==> src/rtl/pc_fetch_sequencer.sv <==
// Next-address controller for the PC register: sequential/branch/jump/vector
// selection, fetch handshake, buffered redirects, halt and interrupt entry.
module pc_fetch_sequencer #(
  parameter int                    ADDR_WIDTH   = 12,
  parameter logic [ADDR_WIDTH-1:0] RESET_VECTOR = '0,
  parameter logic [ADDR_WIDTH-1:0] EXC_VECTOR   = ADDR_WIDTH'(12'h180),
  parameter int                    PC_STEP      = 4
) (
  input  logic                  clk,
  input  logic                  rst,
  input  logic [ADDR_WIDTH-1:0] current_address,
  output logic [ADDR_WIDTH-1:0] next_address,
  output logic                  imem_req,
  input  logic                  imem_ack,
  input  logic                  stall,
  input  logic                  branch_taken,
  input  logic [ADDR_WIDTH-1:0] branch_target,
  input  logic                  jump,
  input  logic [ADDR_WIDTH-1:0] jump_target,
  input  logic                  halt,
  input  logic                  irq,
  output logic                  irq_ack,
  output logic [ADDR_WIDTH-1:0] epc,
  output logic                  halted
);

  typedef enum logic [1:0] {BOOT = 2'd0, FETCH = 2'd1, HALTED = 2'd2} state_t;

  state_t                state;
  logic [1:0]            pend_rank;
  logic [ADDR_WIDTH-1:0] pend_tgt;
  logic                  irq_armed;

  logic [1:0]            live_rank;
  logic [ADDR_WIDTH-1:0] live_tgt;
  logic [1:0]            eff_rank;
  logic [ADDR_WIDTH-1:0] eff_tgt;
  logic                  advance;
  logic                  take_irq;
  logic                  go_halt;
  logic [ADDR_WIDTH-1:0] next_pc;
  logic [ADDR_WIDTH-1:0] seq_pc;

  assign seq_pc  = current_address + ADDR_WIDTH'(PC_STEP);
  assign advance = (state == FETCH) && imem_ack && !stall;

  // Rank the live redirect request; an interrupt only counts while armed.
  always_comb begin
    live_rank = 2'd0;
    live_tgt  = '0;
    if (irq && irq_armed) begin
      live_rank = 2'd3;
      live_tgt  = EXC_VECTOR;
    end else if (jump) begin
      live_rank = 2'd2;
      live_tgt  = jump_target;
    end else if (branch_taken) begin
      live_rank = 2'd1;
      live_tgt  = branch_target;
    end else begin
      live_rank = 2'd0;
      live_tgt  = '0;
    end
  end

  // Pick the effective redirect (a tie favours the live request) and the next PC.
  always_comb begin
    if (live_rank >= pend_rank) begin
      eff_rank = live_rank;
      eff_tgt  = live_tgt;
    end else begin
      eff_rank = pend_rank;
      eff_tgt  = pend_tgt;
    end
    next_pc  = current_address;
    take_irq = 1'b0;
    go_halt  = 1'b0;
    case (state)
      BOOT: next_pc = RESET_VECTOR;
      FETCH: begin
        if (!advance) begin
          next_pc = current_address;
        end else if (eff_rank != 2'd0) begin
          next_pc  = eff_tgt;
          take_irq = (eff_rank == 2'd3);
        end else if (halt) begin
          next_pc = current_address;
          go_halt = 1'b1;
        end else begin
          next_pc = seq_pc;
        end
      end
      HALTED: begin
        if (irq && irq_armed) begin
          next_pc  = EXC_VECTOR;
          take_irq = 1'b1;
        end else begin
          next_pc = current_address;
        end
      end
      default: next_pc = RESET_VECTOR;
    endcase
  end

  // The next-address path feeds the PC register directly so redirects land in one cycle.
  assign next_address = next_pc;
  assign irq_ack      = take_irq;
  assign imem_req     = (state == FETCH);
  assign halted       = (state == HALTED);

  // Sequencer state, redirect buffer, interrupt arming and saved PC.
  always_ff @(posedge clk or posedge rst) begin
    if (rst) begin
      state     <= BOOT;
      pend_rank <= 2'd0;
      pend_tgt  <= '0;
      irq_armed <= 1'b1;
      epc       <= '0;
    end else begin
      case (state)
        BOOT: state <= FETCH;
        FETCH: begin
          if (advance) begin
            pend_rank <= 2'd0;
            pend_tgt  <= '0;
            if (go_halt) state <= HALTED;
          end else if (live_rank > pend_rank) begin
            pend_rank <= live_rank;
            pend_tgt  <= live_tgt;
          end
        end
        HALTED: if (take_irq) state <= FETCH;
        default: state <= BOOT;
      endcase
      // Re-arm only after irq has been seen low, so a held level does not re-enter.
      if (take_irq) begin
        epc       <= current_address;
        irq_armed <= 1'b0;
      end else if (!irq) begin
        irq_armed <= 1'b1;
      end
    end
  end

endmodule

==> config.mk <==
export PLATFORM = sky130hd
export DESIGN_NAME = pc_fetch_sequencer
export DESIGN_NICKNAME = d
export VERILOG_FILES = /design/src/rtl/pc_fetch_sequencer.sv
export SDC_FILE = /design/constraint.sdc
export NUM_CORES = 1
export LEC_CHECK = 0
export CAP_MARGIN = 20
export CELL_PAD_IN_SITES_DETAIL_PLACEMENT = 2
export CELL_PAD_IN_SITES_GLOBAL_PLACEMENT = 2
export CORE_ASPECT_RATIO = 1.5
export CORE_MARGIN = 5
export CORE_UTILIZATION = 27
export CTS_CLUSTER_SIZE = 30
export DETAILED_ROUTE_END_ITERATION = 8
export GPL_TIMING_DRIVEN = 0
export PLACE_DENSITY = 0.81
export SYNTH_ARGS = -nofsm -noshare
export SYNTH_HDL_FRONTEND = slang
export SYNTH_SLANG_ARGS = --single-unit
==> constraint.sdc <==
create_clock -name clk -period 3.5 [get_ports clk]
set_input_delay 0.7 -clock clk [delete_from_list [all_inputs] [get_ports clk]]
set_output_delay 0.7 -clock clk [all_outputs]
set_load 0.01 [all_outputs]
==> impl_results.md, run 1 <==
* Final setup violation count at 0
* CP Cell Sequence: buf_6 > clkbuf_8 > nand2b_4 > ha_4 > or2_4 > o41ai_4 > buf_6 > buf_4 > buf_4 > mux2_4 > a21oi_2 > o21ai_1 > buf_2
* Vias/cell at 5.18
* DRT antenna net count at 0
* Top Family by Delay on Critical Path: buffers and inverters
* Placed Instances at roughly 420
* Final Skew at 0.00422 ns
* Measured slew at the worst slew-check pin at 0.688 ns
* CTS tree: done
* Port Buffers at 70
* Synth Register Bits at 29
* Clock Pin Slew Worst Setup and Hold Paths at approximately 0.050 ns
* RSZ-0062 raised after global routing: yes
* Min-Delay Path Class: reg -> reg
* H-tree levels at 2
* Post-synthesis instance total at between 200 and 250
* Critical path arrival at 2.74 ns
* Cell taking the most area after synthesis: dfrtp_1
* Vias at 2,294
* Worst Path Max Fanout at 7
* Routed WL per cell at 19.8 microns
* Share of the synthesized area in the top cell type at 0.314
* Sink Count at 29
* Tcrit/Tclk final at 0.983
* Max Cap Viol at 0
* Prevailing post-synth register cell: dfrtp_1
* Bufs and invs on worst path at 6
* Filler Cell Count at 872
* Syn Area/Cell at about 9 sq um
* Post-Layout Cell Count at roughly 440
* Synth unique cells at between 50 and 60
* Synthesized cell area at 2230 sq um
* Number of enable flip-flop cells after synthesis at 0
* Worst EP required at about 2.8 ns
* Pwr dens at 730 nW/um^2
* Initial antenna violation count at 0
* Die W at about 84 microns
* CTS max path bufs at 2
* CORE AREA at 8060 sq um
* First-pass GRT wire length at 14,000 microns
* Largest net degree at the start of global routing at 16
* Worst slew margin at 0.541
* Initial Util at 0.277
* Critical-path top delay cell: mux2_4
* Die height at 121 microns
* Worst vdd ir at 0.309 mV
* Tot GR Track Use at 0.172
* Syn_nets at roughly 300
* Leakage at 1.59 nW
* Largest stage delay, worst path at 0.30 ns
* Total negative slack at 0 ns
* Sequential share of the synthesized area at 0.326
* DR iter-0 viols at 51
* Vias in the first global route at 2,635
* I/O pin count at 71
* Top post-synthesis cells by area: dfrtp_1 31%, mux2i_1 7.6%, mux2_4 5.4%
* Drt drc at 0
* Hold buffer count at CTS at 0
* Max-slew violations at 0
* Nets at about 390
* Fin. Hold Viols at 0
* Critical Path End Type: output pin
* Fraction of layout cells with a size suffix above 1 at 0.263
* Commonest cells in the netlist: 28 x dfrtp_1, 26 x nor2_1, 22 x nand2_1
* Final WL at 8790 microns
* Worst Setup Start Kind: input port
* Number of CTS-inserted buffers at 5
* Final Util at 0.432
* Die ar. at 10,200 sq um
* Synth Warn # at 0
* # diodes at 0
* Area grow syn2layout at 56.0%
* CP Class: in -> out
* Row cnt at 40
* Total gr overflow at 0
* HPWL after DPL at 6440 microns
* Tmin final at 3.44 ns
* Worst hold margin at 0.510 ns
* Root buffer cell: clkbuf_16
* Drt pass-1 iters at 4
* Worst-Skew Late Latency at about 0.28 ns
* Most common cell in the netlist: dfrtp_1
* Status: completed
* Placer's final routability congestion estimate at 0.837
* Ys async rst share at 1.00
* Max Freq at between 200 and 300 MHz
## metal layers
metal | track usage | vias up | wire length (microns)
li1 | - | 1081 | -
met1 | 0.197 | 1144 | 3650
met2 | 0.311 | 58 | 4650
met4 | 0.0694 | 0 | 208
met5 | 0 | - | 0
met3 | 0.0313 | 11 | 275
## what timing repair did
action | CTS | global route
resized for setup | 74 | 26
pin swaps | 9 | 5
buffers inserted | 13 | 1
endpoints found under the setup margin | 22 | 12
## power by group
group / switching [mW] / leakage, nW / internal, mW
Clock: 0.152 / 0.0706 / 0.261
Sequential: 0.0878 / 0.369 / 0.473
Combinational: 0.768 / 1.15 / 0.797
## cell usage in the layout, fill, tap and decap left out, types with 2 or more instances in the layout
master           Yosys  routed
a21oi_2              0       4
a221o_1              2       2
nand3b_1             2       2
a21oi_1             12       8
clkdlybuf4s50_1      0      52
mux2i_1             17      16
clkbuf_2             0       2
clkinv_2             0       2
inv_1                6       6
o21ai_1              7      11
buf_2                5       8
buf_4                0      13
buf_6                3       5
a22oi_1             12      11
o21ai_2              2       2
o21ai_0              9       5
clkdlybuf4s15_1      0       2
and3_1               3       3
nand2_2              0       2
nor2b_1              3       2
mux2_2               9       7
o22ai_1              4       3
xnor2_1              2       2
nor2_1              26      26
nand4_1              2       2
and2_1               4       3
o21a_1               4       3
clkdlybuf4s15_2      0       3
nor3_2               0       2
dlygate4sd2_1        0       5
a211oi_1             2       2
nand3_1              5       5
nor3_1              11       6
nor3_4               0       3
nand2_1             22      19
clkbuf_1             5       3
mux2_4               8      10
dfrtp_1             28      28
ha_1                 6       5
clkbuf_16            0       5
## final timing paths
kind / from / end / slack [ns] / cells past startpoint
worst min-delay path: epc[6] / epc[6] / 0.51 / 1
max in group asynchronous: rst / pend_rank[1] / 2.14 / 3
worst max register to register: irq_armed / epc[9] / 0.94 / 10
worst max-delay path: jump / next_address[6] / 0.06 / 13
worst min register to register: epc[6] / epc[6] / 0.51 / 1
min in group asynchronous: rst / epc[7] / 0.83 / 2
## logic make-up (layout without fill, tap and decap cells)
group,after synthesis,after routing,share of synthesized area
fa+ha+maj,6,6,0.0337
compound gates,68,68,0.216
simple gates,86,86,0.188
buf+inv,21,112,0.0483
mux,34,34,0.176
flops,29,29,0.326
xor+xnor,3,3,0.0118
## through the flow
step | setup WS, ns | instance area [sq um] | power (mW)
2_1_floorplan | 0.141 | 2230 | 1.37
3_3_place_gp | -1.50 | 3060 | 1.85
3_5_place_dp | -1.51 | 3090 | 1.90
4_1_cts | 0.00485 | 3400 | 2.48
5_1_grt | -0.0157 | 3480 | 2.71
6_report | 0.0582 | 3480 | 2.54
## layout make-up
cell class	instances	area, sq um	share of cell area
repair buffers	85	825	0.237
flip-flops and latches	29	727	0.209
clock buffers	6	129	0.0371
inverters	7	26.3	0.00756
multi-input cells	197	1540	0.442
clock inverters	2	10.0	0.00288
well taps	105	131	0.0378
plain buffers	12	93.8	0.0270
## registers in the layout, indices dropped and copies added, names as in the netlist
name and cells:
epc 12, irq_armed 1, pend_rank 2, pend_tgt 12, state 2
No activity file was read; power rests on OpenSTA's default activity.
==> inputs of run 2 (changes only) <==
--- a/config.mk
+++ b/config.mk
@@ -13,8 +13,9 @@
 export CORE_UTILIZATION = 27
 export CTS_CLUSTER_SIZE = 30
 export DETAILED_ROUTE_END_ITERATION = 8
+export GPL_ROUTABILITY_DRIVEN = 0
 export GPL_TIMING_DRIVEN = 0
-export PLACE_DENSITY = 0.81
+export PLACE_DENSITY_LB_ADDON = 0.1
 export SYNTH_ARGS = -nofsm -noshare
 export SYNTH_HDL_FRONTEND = slang
 export SYNTH_SLANG_ARGS = --single-unit
==> run 2 against run 1 <==
Effect of this change: count of clock-buffer cells in the layout up 1; highest routed layer unchanged; final area shrank 0.79%; sequential share of layout area up 0.17 points; wire length down 2.7%; global-route usage shrank 0.16 points; fmax up 0.15%; largest cell class unchanged; critical path depth shrank 2; critical endpoint is now next_address[1].
==> impl_results.md, run 2 (same netlist as run 1, synthesis figures left out) <==
* CTS tree: done
* Vias at ~2,300
* Final setup violation count at 0
* Fin. Hold Viols at 0
* Initial Util at 0.277
* Tot GR Track Use at 0.171
* Measured slew at the worst slew-check pin at 0.672 ns
* DR iter-0 viols at 40
* Overall power at approximately 2.5 mW
* Critical path arrival at 2.74 ns
* Final WL at 8550 microns
* Final Util at 0.428
* # diodes at 0
* Nets at 387
* DRT antenna net count at 0
* Commonest non-fill, non-tap cells in the layout: 54 x clkdlybuf4s50_1, 28 x dfrtp_1, 26 x nor2_1, 19 x nand2_1, 15 x mux2i_1
* Worst EP required at 2.80 ns
* Final Skew at between 0.005 and 0.006 ns
* CP Cell Sequence: buf_8 > clkbuf_16 > nand2b_4 > ha_4 > or2_4 > a2bb2oi_4 > o21a_4 > nand2_1 > a22oi_1 > o22ai_1 > dlygate4sd2_1
* H-tree levels at 2
* Number of CTS-inserted buffers at 5
* Worst Path Max Fanout at 8
* Largest stage delay, worst path at 0.29 ns
* Die W at 84.2 microns
* Filler Cell Count at slightly below 900
* Status: completed
* Worst-Skew Late Latency at around 0.27 ns
* FF-to-FF path depth at 10
* Max-slew violations at 0
* Die height at 121 microns
* CP Class: in -> out
* Max Freq at ~290 MHz
* Worst Setup Start Kind: input port
* Critical Path Stages at 11
* Top Family by Delay on Critical Path: compound AO/OA/AOI/OAI gates
* Tmin final at 3.44 ns
* I/O pin count at 71
* Leakage at 1.58 nW
* Reg2Reg Setup Slack at roughly 0.95 ns
* RSZ-0062 raised after global routing: no
* Min-Delay Path Class: reg -> reg
* Most common cell after layout, fill and taps aside: clkdlybuf4s50_1
* Critical Path End Type: output pin
* CORE AREA at 8060 sq um
* First-pass GRT wire length at 13,600 microns
* Clock Pin Slew Worst Setup and Hold Paths at 0.05 ns
* Worst vdd ir at 0.327 mV
* Tcrit/Tclk final at 0.982
* Worst hold margin at approximately 0.5 ns
* Drt drc at 0
* Worst R2R Start: irq_armed
* Area grow syn2layout at 54.8%
* Fraction of layout cells with a size suffix above 1 at 0.246
* Hold buffer count at CTS at 0
* Port Buffers at 70
* Largest net degree at the start of global routing at 16
* Largest registers: epc x12, pend_tgt x12
* CTS max path bufs at 2
* Bufs and invs on worst path at 3
* Setup crit end: next_address[1]
* Vias/cell at 5.14
* Reg-to-reg endpoint: epc[5]
* Total gr overflow at 0
* Routed WL per cell at 19.3 microns
* Worst slew margin at 0.552
* Max Cap Viol at 0
* Worst Setup SP: jump
* Initial antenna violation count at 0
* Pwr dens at 732 nW/um^2
* HPWL after DPL at 6460 microns
* Sink Count at 29
* Critical-path top delay cell: dlygate4sd2_1
* Vias in the first global route at between 2,000 and 3,000
* Row cnt at 40
* Drt pass-1 iters at 4
* Hold depth at 1
* Root buffer cell: clkbuf_16
* Die ar. at 10,200 sq um
==> run 2: cell types whose count changed in the layout (fill, tap and decap cells not counted), sizes merged <==
cell           delta
clkbuf            +3
clkdlybuf4s50     +2
dlymetal6s2s      -1
clkinv            -2
clkdlybuf4s15     -4
buf               +3
dlygate4sd2       -2
==> run 2: through the flow <==
stage	instances	TNS, ns	setup WS [ns]	area, sq um
floorplan	247	0	0.141	2230
global placement	422	-25.84	-1.57	3060
detailed placement	423	-26.51	-1.60	3090
CTS	436	-0.122	-0.0647	3340
global route	442	0	0.00373	3450
finish	442	0	0.0632	3450
==> run 2: where the power goes <==
group / switching, mW / total, mW / internal (mW)
combinational: 0.744 / 1.55 / 0.803
sequential: 0.0885 / 0.562 / 0.473
clock: 0.139 / 0.417 / 0.278
total: 0.971 / 2.52 / 1.55
==> run 2: how the worst min path moves through the flow <==
stage,start,endpoint,slack [ns]
6_report,epc[2],epc[2],0.50
5_1_grt,epc[2],epc[2],0.53
4_1_cts,epc[2],epc[2],0.51
3_5_place_dp,epc[10],epc[10],0.50
3_3_place_gp,epc[2],epc[2],0.49
2_1_floorplan,irq_armed,irq_armed,0.47
==> run 2: final cells by class <==
class                      instances  area [sq um]  area share
multi-input combinational        197          1500       0.434
clock buffer                       7           143      0.0413
buffer                            12           116      0.0337
timing repair buffer              85           808       0.234
sequential                        29           727       0.211
inverter                           7          26.3     0.00762
tap                              105           131      0.0381
==> run 2: layer usage <==
metal / routed length (microns) / part of all wire / GRT usage / up-vias
met1: 3450 / 0.40 / 0.193 / 1125
met4: 202 / 0.024 / 0.0563 / 0
met3: 331 / 0.039 / 0.0367 / 10
li1: - / - / - / 1080
met5: 0 / 0 / 0 / -
met2: 4560 / 0.53 / 0.314 / 57
==> run 2: what timing repair did <==
item	in CTS	in global routing
pin swaps	7	10
setup buffers	7	6
cloned	0	1
gates resized for setup	72	24
setup endpoints to repair	27	11
